### config.mk
export PLATFORM = sky130hd
export DESIGN_NAME = imem_program_loader
export DESIGN_NICKNAME = d
export VERILOG_FILES = /design/src/rtl/imem_program_loader_pkg.sv /design/src/rtl/imem_program_loader_word_assembler.sv /design/src/rtl/imem_program_loader.sv
export SDC_FILE = /design/constraint.sdc
export NUM_CORES = 1
export LEC_CHECK = 0
export CAP_MARGIN = 0
export CORE_MARGIN = 2
export CORE_UTILIZATION = 51
export DETAILED_ROUTE_END_ITERATION = 10
export PLACE_DENSITY = 0.8
export SYNTH_ARGS = -nofsm -noshare
export SYNTH_HDL_FRONTEND = slang
export SYNTH_SLANG_ARGS = --single-unit
### constraint.sdc
create_clock -name clk -period 2.34 [get_ports clk]
set_clock_uncertainty 0.05 [all_clocks]
set_input_delay 0.468 -clock clk [delete_from_list [all_inputs] [get_ports clk]]
set_output_delay 0.468 -clock clk [all_outputs]
set_load 0.005 [all_outputs]
### src/rtl/imem_program_loader_pkg.sv
// Shared definitions for the instruction-memory program loader:
// FSM state encoding and frame/word geometry.
package imem_program_loader_pkg;

    typedef enum logic [2:0] {
        ST_IDLE   = 3'd0,
        ST_LEN_LO = 3'd1,
        ST_LEN_HI = 3'd2,
        ST_DATA   = 3'd3,
        ST_CHECK  = 3'd4,
        ST_DONE   = 3'd5,
        ST_ERROR  = 3'd6
    } state_t;

    localparam int FRAME_LEN_BYTES = 2;
    localparam int BYTES_PER_WORD  = 4;

endpackage

### src/rtl/imem_program_loader_word_assembler.sv
// Collects payload bytes little-endian (first byte lands in bits [7:0]) and
// presents the finished 32-bit word with a one-cycle word_valid.
module imem_program_loader_word_assembler
    import imem_program_loader_pkg::*;
(
    input  logic        clk,
    input  logic        reset,
    input  logic        clear,
    input  logic        byte_valid,
    input  logic [7:0]  byte_data,
    output logic        last_byte,
    output logic        word_valid,
    output logic [31:0] word
);

    localparam logic [1:0] LAST_IDX = 2'(BYTES_PER_WORD - 1);

    logic [1:0]  byte_idx;
    logic [23:0] shift;

    assign last_byte = (byte_idx == LAST_IDX);

    always_ff @(posedge clk or negedge reset) begin
        if (!reset) begin
            byte_idx   <= '0;
            shift      <= '0;
            word_valid <= 1'b0;
            word       <= '0;
        end else begin
            word_valid <= 1'b0;
            if (clear) begin
                byte_idx <= '0;
            end else if (byte_valid) begin
                if (last_byte) begin
                    word       <= {byte_data, shift};
                    word_valid <= 1'b1;
                    byte_idx   <= '0;
                end else begin
                    shift    <= {byte_data, shift[23:8]};
                    byte_idx <= byte_idx + 2'd1;
                end
            end
        end
    end

endmodule

### src/rtl/imem_program_loader.sv
// Loads a framed, XOR-checksummed byte stream into instruction memory and
// holds the core in reset until a complete verified image is present.
module imem_program_loader
    import imem_program_loader_pkg::*;
#(
    parameter int ADDR_WIDTH     = 8,
    parameter int TIMEOUT_CYCLES = 100000
) (
    input  logic                  clk,
    input  logic                  reset,
    input  logic                  start,
    input  logic [7:0]            rx_data,
    input  logic                  rx_valid,
    output logic                  rx_ready,
    output logic                  imem_we,
    output logic [ADDR_WIDTH-1:0] imem_addr,
    output logic [31:0]           imem_wdata,
    output logic                  core_reset,
    output logic                  busy,
    output logic                  done,
    output logic                  error,
    output logic [ADDR_WIDTH:0]   words_loaded
);

    localparam int          TW        = $clog2(TIMEOUT_CYCLES + 1);
    localparam logic [TW-1:0] IDLE_RELOAD = TW'(TIMEOUT_CYCLES - 1);
    localparam logic [16:0] MAX_WORDS = 17'd1 << ADDR_WIDTH;

    state_t        state;
    logic [7:0]    len_lo;
    logic [15:0]   len_q;
    logic [7:0]    chk;
    logic [TW-1:0] idle_cnt;

    logic accept;
    logic start_load;
    logic last_byte;
    logic [15:0] len_now;

    assign accept     = rx_valid && rx_ready;
    assign start_load = start && (state == ST_IDLE || state == ST_DONE || state == ST_ERROR);
    assign len_now    = {rx_data, len_lo};

    imem_program_loader_word_assembler u_asm (
        .clk        (clk),
        .reset      (reset),
        .clear      (start_load),
        .byte_valid (accept && (state == ST_DATA)),
        .byte_data  (rx_data),
        .last_byte  (last_byte),
        .word_valid (imem_we),
        .word       (imem_wdata)
    );

    // State table:
    //   IDLE    after reset, waiting for start
    //   LEN_LO  expecting low byte of word count
    //   LEN_HI  expecting high byte of word count
    //   DATA    payload bytes, one write per 4 bytes
    //   CHECK   expecting checksum byte
    //   DONE    image verified, core released
    //   ERROR   frame rejected, core held in reset
    always_ff @(posedge clk or negedge reset) begin
        if (!reset) begin
            state        <= ST_IDLE;
            rx_ready     <= 1'b0;
            imem_addr    <= '0;
            core_reset   <= 1'b1;
            busy         <= 1'b0;
            done         <= 1'b0;
            error        <= 1'b0;
            words_loaded <= '0;
            len_lo       <= '0;
            len_q        <= '0;
            chk          <= '0;
            idle_cnt     <= IDLE_RELOAD;
        end else begin
            case (state)
                ST_IDLE, ST_DONE, ST_ERROR: begin
                    if (start) begin
                        state        <= ST_LEN_LO;
                        rx_ready     <= 1'b1;
                        busy         <= 1'b1;
                        core_reset   <= 1'b1;
                        done         <= 1'b0;
                        error        <= 1'b0;
                        words_loaded <= '0;
                        imem_addr    <= '0;
                        chk          <= '0;
                        idle_cnt     <= IDLE_RELOAD;
                    end
                end
                default: begin
                    if (accept) begin
                        idle_cnt <= IDLE_RELOAD;
                        case (state)
                            ST_LEN_LO: begin
                                len_lo <= rx_data;
                                chk    <= chk ^ rx_data;
                                state  <= ST_LEN_HI;
                            end
                            ST_LEN_HI: begin
                                len_q <= len_now;
                                chk   <= chk ^ rx_data;
                                if ({1'b0, len_now} > MAX_WORDS) begin
                                    state    <= ST_ERROR;
                                    error    <= 1'b1;
                                    rx_ready <= 1'b0;
                                    busy     <= 1'b0;
                                end else if (len_now == 16'd0) begin
                                    state <= ST_CHECK;
                                end else begin
                                    state <= ST_DATA;
                                end
                            end
                            ST_DATA: begin
                                chk <= chk ^ rx_data;
                                if (last_byte) begin
                                    // Address is latched alongside the assembler's write strobe.
                                    imem_addr    <= words_loaded[ADDR_WIDTH-1:0];
                                    words_loaded <= words_loaded + 1'b1;
                                    if (16'(words_loaded) + 16'd1 == len_q)
                                        state <= ST_CHECK;
                                end
                            end
                            ST_CHECK: begin
                                rx_ready <= 1'b0;
                                busy     <= 1'b0;
                                if (rx_data == chk) begin
                                    state      <= ST_DONE;
                                    done       <= 1'b1;
                                    core_reset <= 1'b0;
                                end else begin
                                    state <= ST_ERROR;
                                    error <= 1'b1;
                                end
                            end
                            default: ;
                        endcase
                    end else if (idle_cnt == '0) begin
                        state    <= ST_ERROR;
                        error    <= 1'b1;
                        rx_ready <= 1'b0;
                        busy     <= 1'b0;
                    end else begin
                        idle_cnt <= idle_cnt - 1'b1;
                    end
                end
            endcase
        end
    end

endmodule

==> impl_metrics.toml <==
[outcome]
status = "completed"

[synthesis]
async_flop_share_pct = 100.0
synth-simple-area-share_pct = 18.29
ys_seq_area_share_pct = 52.82
syn_inst = 609
synth-seq-cells = 132
synthTopCellsByArea = "dfrtp_1, mux2_2, nand2_1"
synth_fp_nets = 625
synth_compound_area_share_pct = 12.37
synth.area.mux_share_pct = 10.04
synth-edff-count = 0
synth_flop_cell = "dfrtp_1"
yosysWarnings = 0
synthAdderAreaFrac_pct = 0.9165
yosysTopAreaCellShare_pct = 48.22
synthDistinctLibCells = 69
synth_top_family_by_area = "simple AND/OR/NAND/NOR gates"
syn_area_sq_um = 6280
yosysTopAreaCell = "dfrtp_1"
synth_xor_area_share_pct = 2.232
syn_area_per_cell_sq_um = 10.31

[clocking]
cts.sinks = 132
clkLatencyLatePin_ns = 0.42
cts_tree = "yes"
cts_buffer_depth = 2
clkTransAtPathRegs_ns = 0.06
cts_buffers = 17
clock-root-buffer = "clkbuf_16"
htreeDepth = 4

[place]
placed_area_sq_um = 7497
gp_congestion = 0.8782
io_buffers = 66
dp_hpwl_mm = 10.85

[sta]
rsz0062_at_grt = "true"
fin_crit_sh_pct = 96.58
slew_headroom_pct = 60.73
clock.fmax_mhz = 442.5
hold_viol = 0
fin_setup_tns_ns = 0
min_period_ns = 2.260
tightest_slew_ns = 0.5836
final_max_slew_viol_count = 0
setup_viol_count_final = 0

[detailed_routing]
drt_first_pass_iters = 4
vias_per_cell = 5.752
remaining_drc_errors = 0
wl_per_cell_um = 18.20
num_vias = 5073
first_iter_violations = 393
detail-route-antenna-nets = 0
wl_mm = 16.05

[final_layout]
antenna-diode-count = 0
multiInputGateArea_sq_um = 2826
syn_to_final_growth_pct = 30.40
drive_above_1_share_pct = 25.44
fin_nets = 738
final-seq-area_sq_um = 3318
fin_area_sq_um = 8189
n_fill_cell = 899

[setup_path]
crit_path_start_kind = "flip-flop"
worstPathArrival_ns = 2.51
rr_worst_depth = 8
required_ns = 2.59
r2r_start = "words_loaded[0]"
r2r_slack_ns = 0.08
worstReg2RegEnd = "state[1]"
path_max_fanout = 6
path_class = "reg2reg"
critPathCaptureType = "flip-flop"

[floorplanning]
chipHeight_um = 115.0
ios = 67
coreArea_sq_um = 12010
die_area_sq_um = 13220
initial_core_util_pct = 52.28
die_x_um = 115.0
rows = 40

[global_routing]
antenna_found_initial = 0
met1_usage_pct = 34.80
grt_use_total_pct = 26.26
overflow = 0
use_met3_pct = 7.275
grt_use_met2_pct = 42.08
grt_pass1_vias = 5285
grt_start_max_net_pins = 66
grt_most_used_layer = "met2"
grt_pass1_wl_mm = 26.62

[job]
cap_violations = 0

[power_and_ir_drop]
peakVddDrop_mv = 0.5115
seqPwrFrac_pct = 36.5
clockPowerShare_pct = 30.6
p_int_w = 0.005940
p_leak_nw = 3.735
power_switching_w = 0.003050
power_switching_share_pct = 33.92
power_frac_comb_pct = 32.9
pwr_density_cell_nw_per_um2 = 1098

[min_path]
hp-class = "in2async"
-- cells by family (layout without fill, tap and decap cells) --
family          count (synthesis)  in the layout
buf+inv                        47            173
flops                         132            132
simple gates                  233            233
fa+ha+maj                       4              4
mux                            56             56
compound gates                121            121
xor+xnor                       16             16
-- critical path: stages (launching register included) --
cell	delay, ns
dfrtp_1	0.39
ha_2	0.20
buf_4	0.15
xor2_1	0.15
o2111ai_1	0.18
o21ai_1	0.12
a2111o_1	0.34
o21ba_1	0.20
or3_1	0.34
-- state kept, by name, indices dropped and copies added, names as in the netlist, 2 cells and up --
| name | flops |
|---|---|
| u_asm.word | 32 |
| u_asm.shift | 24 |
| idle_cnt | 17 |
| len_q | 16 |
| words_loaded | 9 |
| chk | 8 |
| imem_addr | 8 |
| len_lo | 8 |
| state | 3 |
| u_asm.byte_idx | 2 |
-- per-layer routing --
layer,share of wire (%),up-vias,wire [um]
met5,0,-,0
met1,44,2558,7051
met2,50,121,7979
met4,1.5,0,240
li1,-,2376,-
met3,4.9,18,781
-- power groups by stage --
stage	sequential (W)	combinational (W)	clock, W
after floorplan	0.00313	0.00180	0
after global placement	0.00325	0.00276	0
after detailed placement	0.00329	0.00284	0
after CTS	0.00326	0.00290	0.00279
after global routing	0.00335	0.00326	0.00291
final	0.00328	0.00296	0.00275
-- repair_timing --
action,4_1_cts,5_1_grt
hold endpoints to repair,3,0
hold buffers,1,0
resized for setup,1,17
pin swaps,1,3
endpoints found under the setup margin,1,19
setup buffers,1,0
-- synthesized netlist by cell type (9+ instances only) --
library cell	number
dfstp_2	11
nand4_1	11
nand2_1	119
buf_2	16
inv_1	14
dfrtp_1	121
o21ai_0	53
clkbuf_1	9
nor2_1	30
a21oi_1	16
mux2_2	53
nor3_1	9
xor2_1	9
nand2b_1	13
-- worst max-delay path by stage --
stage                          startpoint        to  slack, ns  cells after the start
after CTS                        state[1]    chk[5]       0.03                      7
after global placement         rx_data[4]  state[1]      -0.35                      7
after detailed placement       rx_data[4]  state[1]      -0.34                      7
final                     words_loaded[0]  state[1]       0.08                      8
after floorplan           words_loaded[0]  state[1]       0.03                      7
after global routing      words_loaded[0]  state[1]      -0.02                      7
-- final cells by class --
class,count,area share [%]
clock inverter,14,2.154
timing repair buffer,126,14.64
multi-input combinational,430,34.51
inverter,15,0.6875
tap,147,2.246
clock buffer,18,5.241
sequential,132,40.52
-- cell usage in the layout (no fill, tap or decap), types with 11 or more instances in the layout --
cell type	synthesis	final
a21oi_1	16	15
clkbuf_16	0	17
mux2_2	53	53
nor2_1	30	29
inv_1	14	14
dfrtp_1	121	120
o21ai_0	53	50
nand2b_1	13	13
dfstp_2	11	11
nand4_1	11	11
clkdlybuf4s50_1	0	65
buf_4	3	53
nand2_1	119	119
-- per-stage QoR --
stage / cells / hold slack (ns) / setup slack [ns] / total power [W] / utilization (%)
after floorplan: 609 / 0.1224 / 0.02652 / 0.004927 / -
after global placement: 848 / 0.2361 / -0.3535 / 0.006008 / 62.42
after detailed placement: 848 / 0.2366 / -0.3368 / 0.006130 / 62.42
after CTS: 882 / 0.3324 / 0.02744 / 0.008945 / 67.63
after global routing: 882 / 0.3329 / -0.01525 / 0.009520 / 68.18
final: 882 / 0.3449 / 0.07997 / 0.008989 / 68.18
No activity file was read; power rests on OpenSTA's default activity.
